<file path="src/rtl/fpu_pkg.sv">
// Shared definitions for the FP conversion pipe: op codes, flag positions,
// integer saturation limits, exponent bias and the stage-1 payload.
package fpu_pkg;

  typedef enum logic {
    OP_FTOI = 1'b0,
    OP_ITOF = 1'b1
  } op_e;

  // Stage-1 classification of an operand.
  typedef enum logic [1:0] {
    K_NORM = 2'd0,
    K_ZERO = 2'd1,
    K_SAT  = 2'd2
  } kind_e;

  localparam int unsigned FLAG_INEXACT = 0;
  localparam int unsigned FLAG_INVALID = 1;

  localparam logic [31:0] INT_MAX = 32'h7FFF_FFFF;
  localparam logic [31:0] INT_MIN = 32'h8000_0000;
  localparam logic [7:0]  FP_BIAS = 8'd127;

  // Aligned operand handed from S1 to S2.
  // FTOI: mag is the integer part (exact when guard/sticky are 0).
  // ITOF: mag[23:0] is the normalised 24-bit mantissa, expo the biased exponent.
  typedef struct packed {
    op_e         op;
    kind_e       kind;
    logic        sign;
    logic [7:0]  expo;
    logic [31:0] mag;
    logic        guard;
    logic        sticky;
  } s1_t;

endpackage

</file>
<file path="src/rtl/fcvt_rne.sv">
// Round-to-nearest-even of a W-bit mantissa given its guard and sticky bits.
module fcvt_rne #(
  parameter int unsigned W = 24
) (
  input  logic [W-1:0] mant_i,
  input  logic         guard_i,
  input  logic         sticky_i,
  output logic [W-1:0] rounded_o,
  output logic         carry_o,
  output logic         inexact_o
);

  logic         round_up;
  logic [W:0]   sum;

  // Increment on more-than-half, or exactly half with an odd LSB.
  always_comb begin
    round_up  = guard_i & (sticky_i | mant_i[0]);
    sum       = {1'b0, mant_i} + {{W{1'b0}}, round_up};
    rounded_o = sum[W-1:0];
    carry_o   = sum[W];
    inexact_o = guard_i | sticky_i;
  end

endmodule

</file>
<file path="src/rtl/fcvt_pipe.sv">
// Two-stage float<->int converter with valid/ready handshake on both sides.
// S1 unpacks and aligns the operand; S2 rounds, saturates and packs.
module fcvt_pipe #(
  parameter int unsigned TAG_W = 6
) (
  input  logic             clk,
  input  logic             rst,
  input  logic             in_valid,
  output logic             in_ready,
  input  logic             in_op,
  input  logic [31:0]      in_data,
  input  logic [TAG_W-1:0] in_tag,
  output logic             out_valid,
  input  logic             out_ready,
  output logic [31:0]      out_data,
  output logic [TAG_W-1:0] out_tag,
  output logic [1:0]       out_flags
);
  import fpu_pkg::*;

  logic             s1_valid_q, s1_valid_d;
  s1_t              s1_q, s1_d, s1_new;
  logic [TAG_W-1:0] s1_tag_q, s1_tag_d;
  logic             s2_valid_q, s2_valid_d;
  logic [31:0]      out_data_q, out_data_d;
  logic [TAG_W-1:0] out_tag_q, out_tag_d;
  logic [1:0]       out_flags_q, out_flags_d;

  logic             s2_load, accept;
  logic [7:0]       f_exp, r_dist;
  logic [23:0]      f_man;
  logic [5:0]       f_rsh;
  logic [47:0]      f_ext;
  logic [31:0]      i_mag, i_norm;
  logic [4:0]       i_msb;
  logic [23:0]      rne_rounded;
  logic             rne_carry, rne_inexact;
  logic [31:0]      f_int, res_data;
  logic [1:0]       res_flags;

  // Handshake: S2 loads when empty or drained; S1 follows S2.
  always_comb begin
    s2_load  = !s2_valid_q || out_ready;
    in_ready = !s1_valid_q || s2_load;
    accept   = in_valid && in_ready;
  end

  // S1 datapath: classify and align the incoming operand.
  always_comb begin
    f_exp  = in_data[30:23];
    f_man  = {1'b1, in_data[22:0]};
    r_dist = 8'd150 - f_exp;
    // Any right shift past 47 leaves only sticky, same as 47.
    f_rsh  = (r_dist > 8'd47) ? 6'd47 : r_dist[5:0];
    f_ext  = {f_man, 24'b0} >> f_rsh;
    i_mag  = in_data[31] ? (~in_data + 32'd1) : in_data;
    i_msb  = '0;
    for (int unsigned i = 0; i < 32; i++) begin
      if (i_mag[i]) i_msb = 5'(i);
    end
    i_norm = i_mag << (5'd31 - i_msb);

    s1_new      = '0;
    s1_new.op   = op_e'(in_op);
    s1_new.sign = in_data[31];
    s1_new.kind = K_NORM;
    if (op_e'(in_op) == OP_FTOI) begin
      if (f_exp == '0) begin
        s1_new.kind = K_ZERO;
      end else if (f_exp == '1 && in_data[22:0] != '0) begin
        s1_new.kind = K_SAT;
        s1_new.sign = 1'b0;
      end else if (f_exp >= 8'd158) begin
        if (in_data == 32'hCF00_0000) s1_new.mag = INT_MIN;
        else                          s1_new.kind = K_SAT;
      end else if (f_exp >= 8'd150) begin
        s1_new.mag = {8'b0, f_man} << (f_exp - 8'd150);
      end else begin
        s1_new.mag    = {8'b0, f_ext[47:24]};
        s1_new.guard  = f_ext[23];
        s1_new.sticky = |f_ext[22:0];
      end
    end else begin
      if (i_mag == '0) begin
        s1_new.kind = K_ZERO;
        s1_new.sign = 1'b0;
      end else begin
        s1_new.expo   = FP_BIAS + {3'b0, i_msb};
        s1_new.mag    = {8'b0, i_norm[31:8]};
        s1_new.guard  = i_norm[7];
        s1_new.sticky = |i_norm[6:0];
      end
    end
  end

  // S1 register next state.
  always_comb begin
    s1_d     = s1_q;
    s1_tag_d = s1_tag_q;
    if (accept)       s1_valid_d = 1'b1;
    else if (s2_load) s1_valid_d = 1'b0;
    else              s1_valid_d = s1_valid_q;
    if (accept) begin
      s1_d     = s1_new;
      s1_tag_d = in_tag;
    end
  end

  fcvt_rne #(.W(24)) u_rne (
    .mant_i    (s1_q.mag[23:0]),
    .guard_i   (s1_q.guard),
    .sticky_i  (s1_q.sticky),
    .rounded_o (rne_rounded),
    .carry_o   (rne_carry),
    .inexact_o (rne_inexact)
  );

  // S2 datapath: round, saturate, apply sign and pack.
  always_comb begin
    // Exact wide FTOI values never round, so the carry cannot collide with mag[24].
    f_int     = {s1_q.mag[31:25], s1_q.mag[24] | rne_carry, rne_rounded};
    res_data  = '0;
    res_flags = '0;
    if (s1_q.kind != K_ZERO) begin
      if (s1_q.op == OP_FTOI) begin
        if (s1_q.kind == K_SAT) begin
          res_data               = s1_q.sign ? INT_MIN : INT_MAX;
          res_flags[FLAG_INVALID] = 1'b1;
        end else begin
          res_data               = s1_q.sign ? (~f_int + 32'd1) : f_int;
          res_flags[FLAG_INEXACT] = rne_inexact;
        end
      end else begin
        res_data               = {s1_q.sign, s1_q.expo + {7'b0, rne_carry}, rne_rounded[22:0]};
        res_flags[FLAG_INEXACT] = rne_inexact;
      end
    end
  end

  // S2 register next state; outputs hold while stalled.
  always_comb begin
    s2_valid_d  = s2_valid_q;
    out_data_d  = out_data_q;
    out_tag_d   = out_tag_q;
    out_flags_d = out_flags_q;
    if (s2_load) begin
      s2_valid_d = s1_valid_q;
      if (s1_valid_q) begin
        out_data_d  = res_data;
        out_tag_d   = s1_tag_q;
        out_flags_d = res_flags;
      end
    end
  end

  // Stage registers with synchronous reset.
  always_ff @(posedge clk) begin
    if (rst) begin
      s1_valid_q  <= 1'b0;
      s1_q        <= '0;
      s1_tag_q    <= '0;
      s2_valid_q  <= 1'b0;
      out_data_q  <= '0;
      out_tag_q   <= '0;
      out_flags_q <= '0;
    end else begin
      s1_valid_q  <= s1_valid_d;
      s1_q        <= s1_d;
      s1_tag_q    <= s1_tag_d;
      s2_valid_q  <= s2_valid_d;
      out_data_q  <= out_data_d;
      out_tag_q   <= out_tag_d;
      out_flags_q <= out_flags_d;
    end
  end

  assign out_valid = s2_valid_q;
  assign out_data  = out_data_q;
  assign out_tag   = out_tag_q;
  assign out_flags = out_flags_q;

endmodule
</file>
<file path="config.mk">
export PLATFORM = sky130hd
export DESIGN_NAME = fcvt_pipe
export DESIGN_NICKNAME = d
export VERILOG_FILES = /design/src/rtl/fpu_pkg.sv /design/src/rtl/fcvt_rne.sv /design/src/rtl/fcvt_pipe.sv
export SDC_FILE = /design/constraint.sdc
export NUM_CORES = 1
export LEC_CHECK = 0
export CAP_MARGIN = 10
export CORE_MARGIN = 2
export CORE_UTILIZATION = 32
export CTS_CLUSTER_DIAMETER = 150
export DETAILED_ROUTE_END_ITERATION = 10
export GPL_ROUTABILITY_DRIVEN = 0
export GPL_TIMING_DRIVEN = 0
export PLACE_DENSITY = 0.53
export SLEW_MARGIN = 0
export SYNTH_ARGS = -nofsm -noshare
export SYNTH_HDL_FRONTEND = slang
export SYNTH_HIERARCHICAL = 1
export SYNTH_SLANG_ARGS = --single-unit
export TNS_END_PERCENT = 100
</file>
<file path="constraint.sdc">
create_clock -name clk -period 5.8 [get_ports clk]
set_input_delay 1.16 -clock clk [delete_from_list [all_inputs] [get_ports clk]]
set_output_delay 1.16 -clock clk [all_outputs]
set_load 0.01 [all_outputs]
</file>
==> results of run 1 <==
[power breakdown]
part	switching, mW	internal, mW
Clock	0.284	0.304
Combinational	0.900	0.495
Sequential	0.0356	0.682
[through the flow]
step	cell area (µm²)	total power, mW	instances	setup WS (ns)	util (%)
after floorplan	12700	1.56	1958	0.0361	-
after global placement	14100	1.97	2550	-2.23	36.2
after detailed placement	14100	1.97	2552	-2.19	36.2
after CTS	14700	2.60	2573	0.0107	37.8
after global routing	15300	2.83	2592	-0.0405	39.2
final	15300	2.70	2593	0.0288	39.2
[layout make-up]
type / count / area (µm²)
Sequential cell: 94 / 1880
Buffer: 171 / 821
Antenna cell: 1 / 2.50
Tap cell: 518 / 648
Clock buffer: 9 / 225
Timing Repair Buffer: 105 / 970
Fill cell: 4267 / 23700
Inverter: 28 / 119
Multi-Input combinational cell: 1660 / 10500
Clock inverter: 7 / 72.6
[synth_stat cells (20+ instances only)]
cell type	number
nand2_1	246
a22oi_1	38
or4_1	20
dfxtp_1	94
o21ai_0	151
nor2_1	229
xnor2_1	46
mux2_2	22
o22ai_1	36
nor3_1	54
buf_1	24
clkbuf_1	134
mux2i_1	68
xor2_1	35
a31oi_1	30
nor4_1	22
inv_1	21
a211oi_1	33
nand4_1	20
or3_1	29
a21oi_1	194
nand3_1	65
[worst max-delay path, delay by kind of cell]
| family | cells | cell delay (ns) |
|---|---|---|
| AO/OA/AOI/OAI | 8 | 1.76 |
| adder cells (fa/ha/maj) | 1 | 0.17 |
| buffers and inverters | 6 | 0.98 |
| AND/OR/NAND/NOR | 5 | 1.96 |
[layer usage]
| metal | share of wire, % | GRT usage (%) | up-vias |
|---|---|---|---|
| met5 | 0 | 0 | - |
| li1 | - | - | 7491 |
| met1 | 41 | 35.9 | 7598 |
| met2 | 44 | 43.0 | 1051 |
| met4 | 6.1 | 15.6 | 0 |
| met3 | 9.3 | 3.15 | 227 |
[cell families (layout without fill, tap and decap cells)]
| kind of cell | Yosys count | after routing | synth area share [%] |
|---|---|---|---|
| simple gates | 788 | 788 | 29.4 |
| mux | 94 | 94 | 7.97 |
| other cells | 0 | 1 | 0 |
| compound gates | 684 | 684 | 34.6 |
| buf+inv | 204 | 320 | 6.31 |
| flops | 94 | 94 | 14.8 |
| xor+xnor | 81 | 81 | 5.59 |
| fa+ha+maj | 13 | 13 | 1.28 |
[sequential cells by signal, summed over array words and instances, names as in the netlist]
register	count
s1_q	39
out_data	32
f_int	7
out_tag	6
s1_tag_q	6
out_flags	2
out_valid	1
s1_valid_q	1
[repair_timing]
item | in CTS | in global routing
setup endpoints to repair | 36 | 35
pin swaps | 5 | 14
resized for setup | 92 | 103
cloned | 0 | 0
setup buffers | 7 | 22
[cell usage in the layout, fill, tap and decap left out, drive strengths merged, types with 56 or more instances in the layout]
master and count:
nand2 247, nor2 229, a21oi 195, o21ai 156, clkbuf 143, dfxtp 94
mux2i 69, buf 68, clkdlybuf4s50 67, nand3 65, nor3 56
[final timing paths]
kind,end,slack (ns)
worst min-delay path,out_tag[3],0.45
worst max register to register,out_data[31],0.76
worst min register to register,out_tag[3],0.45
worst max-delay path,s1_q[0],0.03
==> impl_metrics.csv, run 1 <==
group,metric,value,unit
grt,antenna_found_initial,0,
synthesis,synth_seq_cells,94,
timing,final-hold-violation-count,0,
setup_path,worst_r2r_path_depth,19,
layout,nets,2125,
die,core_area,38900,µm²
synthesis,async_flop_share,0,%
detailed_routing,viasPerCell,6.31,
clocking,path_clk_slew,0.07,ns
synthesis,syn-cell-area,12700,µm²
clocking,cts_tree,"done",
grt,gr-usage-all-layers,27.2,%
setup_path,cpMaxStageDelayCell,"or4b_4",
worst_hold_path,hold_class,"flip-flop to flip-flop",
timing,fin_crit,5.77,ns
setup_path,crit_chain,"clkbuf_4 -> clkbuf_16 -> clkinvlp_4 -> ha_4 -> or4b_4 -> or4_4 -> buf_6 -> or4_4 -> o211ai_4 -> a41oi_2 -> or3b_4 -> buf_4 -> a31oi_4 -> nor3_1 -> a211o_1 -> a221oi_2 -> buf_4 -> o21bai_1 -> o21ai_0 -> a211oi_1",
grt,grt_pass1_wl,89000,µm
timing,worst_slew_margin_rel,40.9,%
flow_run,drv_cap,0,
layout,area_growth,20.3,%
setup_path,path_class,"primary input to flip-flop",
timing,period_share,99.5,%
synthesis,syn_nets,2014,
worst_hold_path,holdPathStages,2,
place,hpwl,46200,µm
timing,fmaxAchievable,173,MHz
detailed_routing,vias,16400,
synthesis,synth_area_per_cell,6.48,µm²
synthesis,yosys-top-cells-area,"dfxtp_1 (15%), a21oi_1 (7.7%), nand2_1 (7.3%), nor2_1 (6.8%), o21ai_0 (6.0%)",
detailed_routing,dr.pass1.iters,6,
die,die-width,203,µm
detailed_routing,first_iter_violations,1968,
timing,maxSlewViolCount,0,
setup_path,worstPathMaxFanout,9,
place,io_buffer_count,74,
clocking,worstSkewPairLatency,0.35,ns
synthesis,yosysWarnings,6,
timing,setup_violations,0,
worst_hold_path,min_from,"s1_tag_q[3]",
die,initial_core_util,32.6,%
grt,grt_max_degree,20,
detailed_routing,routed_wl,58500,µm
grt,first_global_vias,15000,
run_status,status,"complete, no violations",
die,num_io_pins,85,
synthesis,ys_types,94,
timing,skew,0.0140,ns
clocking,cts_buffer_depth,2,
die,die_area,41300,µm²
clocking,cts_root_buf,"clkbuf_16",
pwr,p_leak,5.32,nW
synthesis,synth_seq_area_share,14.8,%
setup_path,r2r_start,"s1_q[0]",
timing,worst_slew_pin_slew,0.884,ns
setup_path,cp-startpoint,"in_data[0]",
setup_path,worst_ep_required_time,6.05,ns
layout,drive_gt1_share,11.3,%
timing,rsz0062_at_grt,"yes",
setup_path,cpPeakStageDelay,0.49,ns
detailed_routing,ant_nets,0,
clocking,cts_hold_buf,0,
synthesis,yosysTopAreaCell,"dfxtp_1",
pwr,ir_drop,134,µV
detailed_routing,post_drt_wl_per_cell,22.6,µm
grt,gr-total-overflow,0,
setup_path,cp-end-kind,"flip-flop",
setup_path,critical_path_arrival,6.02,ns
timing,tns,0,ns
timing,hold_ws,0.453,ns
clocking,cts_inserted_buffers,9,
clocking,cts.sinks,94,
die,rows,72,
synthesis,synthCells,1958,
setup_path,startpoint_type,"primary input",
synthesis,synthFlopType,"dfxtp_1",
clocking,htreeDepth,3,
die,die_h,203,µm
detailed_routing,drc,0,
pwr,power_density,177,nW/µm²
synthesis,synth_edf_count,0,
synthesis,synth_top_area_share,14.8,%
No activity file was read; power rests on OpenSTA's default activity.
==> run 2: changes to the inputs <==
--- a/config.mk
+++ b/config.mk
@@ -8,11 +8,13 @@
 export CAP_MARGIN = 10
 export CORE_MARGIN = 2
 export CORE_UTILIZATION = 32
+export CTS_BUF_LIST = sky130_fd_sc_hd__clkbuf_8
 export CTS_CLUSTER_DIAMETER = 150
 export DETAILED_ROUTE_END_ITERATION = 10
 export GPL_ROUTABILITY_DRIVEN = 0
 export GPL_TIMING_DRIVEN = 0
 export PLACE_DENSITY = 0.53
+export REMOVE_ABC_BUFFERS = 1
 export SLEW_MARGIN = 0
 export SYNTH_ARGS = -nofsm -noshare
 export SYNTH_HDL_FRONTEND = slang
==> impl_metrics.csv, run 2 (same netlist as run 1, synthesis figures left out) <==
group,metric,value,unit
setup_path,crit_chain,"clkdlybuf4s15_2 -> or4_4 -> or4_4 -> or4_1 -> o211ai_2 -> a41oi_1 -> or3b_4 -> a31o_4 -> nand2_8 -> inv_6 -> mux2_4 -> mux4_2 -> a2bb2oi_1 -> o22ai_1 -> o221a_2",
detailed_routing,first_iter_violations,1936,
die,core_area,38900,µm²
layout,fillerInstances,4233,
layout,post-route-util,36.9,%
die,num_io_pins,85,
setup_path,cp-endpoint,"s1_q[21]",
timing,setup_violations,0,
setup_path,crit_top_cell,"or4_4",
timing,maxSlewViolCount,0,
grt,grt_max_degree,88,
place,dp_slack,-2.10,ns
pwr,swShare,46.7,%
layout,drive_gt1_share,9.90,%
layout,diodes,0,
worst_hold_path,hold_class,"flip-flop to flip-flop",
clocking,cts.sinks,94,
layout,nets,1971,
grt,gr-total-overflow,0,
layout,area_growth,13.3,%
timing,fin_crit,5.69,ns
pwr,ir_drop,94.0,µV
pwr,p_leak,5.01,nW
die,die_h,203,µm
clocking,cts_inserted_buffers,9,
setup_path,critical_path_arrival,6.02,ns
clocking,cts_buffer_depth,2,
grt,antenna_found_initial,1,
clocking,path_clk_slew,0.11,ns
pwr,p_seq_share,29.5,%
setup_path,startpoint_type,"primary input",
die,die_area,41300,µm²
detailed_routing,dr.pass1.iters,7,
clocking,cts_tree,"done",
timing,skew,0.0163,ns
setup_path,worst_ep_required_time,6.12,ns
setup_path,critPathBufInv,2,
setup_path,r2r_end,"out_data[28]",
detailed_routing,post_drt_wl_per_cell,21.7,µm
layout,layout_common_cells,"nand2_1 (245), nor2_1 (223), a21oi_1 (188)",
detailed_routing,drc,0,
clocking,cts_hold_buf,0,
detailed_routing,ant_nets,0,
setup_path,worst_r2r_path_depth,17,
flow_run,drv_cap,0,
pwr,power_density,170,nW/µm²
setup_path,cp-end-kind,"flip-flop",
timing,final-hold-violation-count,0,
run_status,status,"complete, no violations",
die,die-width,203,µm
setup_path,crit_family,"simple AND/OR/NAND/NOR gates",
clocking,htreeDepth,3,
timing,hold_ws,0.457,ns
place,placed_area,13700,µm²
setup_path,cp-startpoint,"in_data[19]",
detailed_routing,vias,15400,
grt,gr-usage-all-layers,24.5,%
clocking,cts_root_buf,"clkbuf_8",
setup_path,cpPeakStageDelay,0.69,ns
detailed_routing,routed_wl,53000,µm
layout,largest_reg_flops,39,
place,io_buffer_count,84,
die,rows,72,
timing,setup_slack,0.106,ns
timing,worst_slew_pin_slew,1.22,ns
worst_hold_path,holdPathStages,2,
timing,worst_slew_margin_rel,18.7,%
setup_path,path_class,"primary input to flip-flop",
timing,period_share,98.2,%
layout,final_common_cell,"nand2_1",
pwr,p_sw,1.14,mW
setup_path,worstPathMaxFanout,21,
grt,first_global_vias,13700,
pwr,p_clk_share,18.3,%
timing,tns,0,ns
die,initial_core_util,32.6,%
place,hpwl,38900,µm
setup_path,r2r_start,"s1_q[0]",
setup_path,cpMaxStageDelayCell,"or4_4",
layout,final_area,14400,µm²
pwr,p_int,1.30,mW
pwr,p_comb_share,52.1,%
timing,fmaxAchievable,176,MHz
detailed_routing,viasPerCell,6.33,
setup_path,r2r_slack,0.66,ns
layout,regMostFlops,"s1_q",
setup_path,critical_path_depth,15,
grt,grt_pass1_wl,81100,µm
clocking,worstSkewPairLatency,0.38,ns
[run 2: cell count changes in the layout (fill, tap and decap cells not counted), moves of 4 or more]
cell	previous run	this run
buf_2	12	1
buf_1	15	0
clkbuf_2	20	6
o21ai_0	140	145
clkbuf_16	10	1
clkbuf_4	4	0
clkdlybuf4s50_1	67	54
clkdlybuf4s15_2	0	9
mux2i_1	61	68
o21ai_2	6	2
buf_4	33	28
clkbuf_8	2	9
mux2i_4	6	1
clkbuf_1	107	0
[run 2: power by group through the flow]
stage / combinational (mW) / clock [mW] / sequential, mW
finish: 1.27 / 0.447 / 0.721
global route: 1.36 / 0.484 / 0.727
CTS: 1.20 / 0.462 / 0.724
detailed placement: 1.18 / 0 / 0.739
global placement: 1.16 / 0 / 0.738
floorplan: 0.746 / 0 / 0.733
[run 2: how the worst min path moves through the flow]
stage,start,endpoint
floorplan,s1_tag_q[0],out_tag[0]
global route,out_data[22],out_data[22]
global placement,s1_tag_q[0],out_tag[0]
detailed placement,s1_tag_q[4],out_tag[4]
CTS,out_data[31],out_data[31]
finish,s1_tag_q[4],out_tag[4]
[run 2: worst register-to-register path, delay by kind of cell, from the launching register on]
| family | cells | cell delay, ns |
|---|---|---|
| AOI/OAI and AO/OA | 4 | 0.72 |
| xor gates and xnor gates | 2 | 0.62 |
| adders and majority gates | 2 | 0.41 |
| DFF | 1 | 0.38 |
| and+or+nand+nor | 9 | 2.87 |
[run 2: layer usage]
metal  GRT usage (%)  up-vias  routed length [µm]  part of all wire (%)
li1                -     7183                   -                     -
met1            34.6     7138               23100                    44
met2            37.0      946               22600                    43
met3            3.31      169                4790                   9.0
met4            10.8        2                2500                   4.7
met5               0        -                  13                 0.025
[run 2: through the flow]
| step | total power [mW] | instances |
|---|---|---|
| after CTS | 2.38 | 2423 |
| after floorplan | 1.48 | 1782 |
| after global placement | 1.90 | 2384 |
| final | 2.44 | 2438 |
| after global routing | 2.58 | 2438 |
| after detailed placement | 1.92 | 2400 |
[run 2: cell type report]
class,instances,area (µm²),share of cell area (%)
multi-input combinational,1661,10300,71.8
sequential,94,1880,13.1
timing repair buffer,121,1210,8.42
tap,518,648,4.51
clock buffer,9,124,0.862
inverter,28,120,0.836
clock inverter,7,73.8,0.513
[run 2: repair_timing]
item / 4_1_cts / 5_1_grt
setup endpoints to repair: 36 / 33
gates cloned: 1 / 1
setup buffers: 6 / 11
gates resized for setup: 93 / 48
pin swaps: 6 / 3
==> run 3: changes to the inputs <==
--- a/config.mk
+++ b/config.mk
@@ -10,6 +10,7 @@
 export CORE_UTILIZATION = 32
 export CTS_BUF_LIST = sky130_fd_sc_hd__clkbuf_8
 export CTS_CLUSTER_DIAMETER = 150
+export CTS_CLUSTER_SIZE = 10
 export DETAILED_ROUTE_END_ITERATION = 10
 export GPL_ROUTABILITY_DRIVEN = 0
 export GPL_TIMING_DRIVEN = 0
@@ -20,4 +21,4 @@
 export SYNTH_HDL_FRONTEND = slang
 export SYNTH_HIERARCHICAL = 1
 export SYNTH_SLANG_ARGS = --single-unit
-export TNS_END_PERCENT = 100
+export TNS_END_PERCENT = 1
==> impl_metrics.csv, run 3 (same netlist as run 1, synthesis figures left out) <==
group,metric,value,unit
detailed_routing,vias,15400,
die,core_area,38900,µm²
detailed_routing,routed_wl,53100,µm
grt,gr-total-overflow,0,
die,initial_core_util,32.6,%
timing,fmaxAchievable,175,MHz
setup_path,worst_r2r_path_depth,17,
setup_path,critical_path_arrival,5.97,ns
detailed_routing,ant_nets,0,
layout,layout_common_cells,"nand2_1 (245), nor2_1 (222), a21oi_1 (188)",
layout,drive_gt1_share,9.95,%
clocking,cts_tree,"done",
setup_path,worstPathMaxFanout,37,
grt,antenna_found_initial,1,
pwr,p_leak,5.01,nW
setup_path,cp-end-kind,"flip-flop",
setup_path,crit_chain,"dlygate4sd2_1 -> or4_1 -> or4_4 -> or3_1 -> o21ai_1 -> nand2_1 -> o21ai_0 -> o21ba_4 -> inv_6 -> mux2_2 -> a221o_1 -> o21ai_0 -> a31oi_1",
timing,worst_slew_margin_rel,19.5,%
setup_path,crit_family,"compound AO/OA/AOI/OAI gates",
layout,nets,1970,
setup_path,cpMaxStageDelayCell,"or4_1",
flow_run,drv_cap,0,
detailed_routing,post_drt_wl_per_cell,21.8,µm
place,io_buffer_count,84,
layout,regMostFlops,"s1_q",
pwr,ir_drop,94.2,µV
timing,setup_violations,0,
setup_path,critical_path_depth,13,
timing,skew,0.0143,ns
detailed_routing,dr.pass1.iters,7,
die,rows,72,
setup_path,path_class,"primary input to flip-flop",
grt,grt_pass1_wl,81000,µm
timing,setup_slack,0.0867,ns
setup_path,cpPeakStageDelay,0.59,ns
layout,fillerInstances,4239,
timing,worst_slew_pin_slew,1.21,ns
timing,maxSlewViolCount,0,
timing,fin_crit,5.71,ns
pwr,power_density,169,nW/µm²
detailed_routing,drc,0,
worst_hold_path,holdPathStages,2,
detailed_routing,first_iter_violations,1961,
place,dp_slack,-2.10,ns
clocking,htreeDepth,3,
clocking,cts_inserted_buffers,9,
die,num_io_pins,85,
die,die_h,203,µm
setup_path,critPathBufInv,2,
layout,area_growth,13.2,%
clocking,cts_buffer_depth,2,
setup_path,worst_ep_required_time,6.05,ns
timing,final-hold-violation-count,0,
grt,first_global_vias,13700,
clocking,worstSkewPairLatency,0.38,ns
timing,tns,0,ns
worst_hold_path,hold_class,"flip-flop to flip-flop",
die,die_area,41300,µm²
layout,diodes,0,
run_status,status,"complete, no violations",
place,hpwl,38900,µm
timing,period_share,98.5,%
layout,final_common_cell,"nand2_1",
clocking,path_clk_slew,0.11,ns
clocking,cts.sinks,94,
grt,gr-usage-all-layers,24.5,%
grt,grt_max_degree,88,
setup_path,crit_top_cell,"o21ai_0",
clocking,cts_root_buf,"clkbuf_8",
setup_path,startpoint_type,"primary input",
detailed_routing,viasPerCell,6.31,
die,die-width,203,µm
layout,largest_reg_flops,39,
==> run 3: worst paths after layout <==
kind,from,end,slack (ns)
setup / recovery,in_data[21],s1_q[24],0.09
hold / removal,s1_tag_q[4],out_tag[4],0.46
setup reg to reg,s1_q[0],out_data[28],0.64
hold reg to reg,s1_tag_q[4],out_tag[4],0.46
==> run 3: power by group <==
group          internal [mW]  switching (mW)
sequential             0.682          0.0385
clock                  0.171           0.276
combinational          0.444           0.824
total                   1.30            1.14
==> run 3: worst register-to-register path, stage by stage (launching register included) <==
cell and delay [ns]:
dfxtp_1 0.38, o21a_1 0.14, ha_1 0.18, ha_1 0.22, nand3_1 0.11, xnor2_1 0.24, nor4b_1 0.57, nand3_1 0.17
or3_1 0.37, or3_1 0.36, or3_1 0.39, or3_1 0.39, or4_1 0.48, o21ai_0 0.23, xor2_1 0.39, a221oi_1 0.18
a21oi_1 0.18, nor2_1 0.06
==> run 3: area by class of cell <==
cell class / count / area (µm²) / area share (%)
clock buffer: 9 / 124 / 0.862
clock inverter: 7 / 73.8 / 0.514
timing repair buffer: 120 / 1200 / 8.37
multi-input combinational: 1661 / 10300 / 71.8
tap: 518 / 648 / 4.51
sequential: 94 / 1880 / 13.1
inverter: 28 / 120 / 0.836
==> run 3: what timing repair did <==
item | CTS | global route
pin swaps | 6 | 3
hold buffers | 0 | 0
gates resized for setup | 90 | 51
buffers inserted | 5 | 11
setup endpoints to repair | 36 | 34
cloned | 1 | 1
==> run 3: routing by layer <==
metal / track usage [%] / part of all wire, %
met1: 34.5 / 44
met2: 36.9 / 43
met3: 3.31 / 8.6
met4: 10.8 / 4.6
met5: 0 / 0.025
==> run 3: per-stage QoR <==
stage	std cells	area (µm²)	power, mW	hold slack [ns]	utilization, %
floorplan	1782	12000	1.48	0.426	-
global placement	2384	13500	1.90	0.437	34.6
detailed placement	2400	13700	1.92	0.446	35.2
CTS	2422	14100	2.38	0.459	36.2
global route	2437	14400	2.57	0.481	36.9
finish	2437	14400	2.44	0.456	36.9
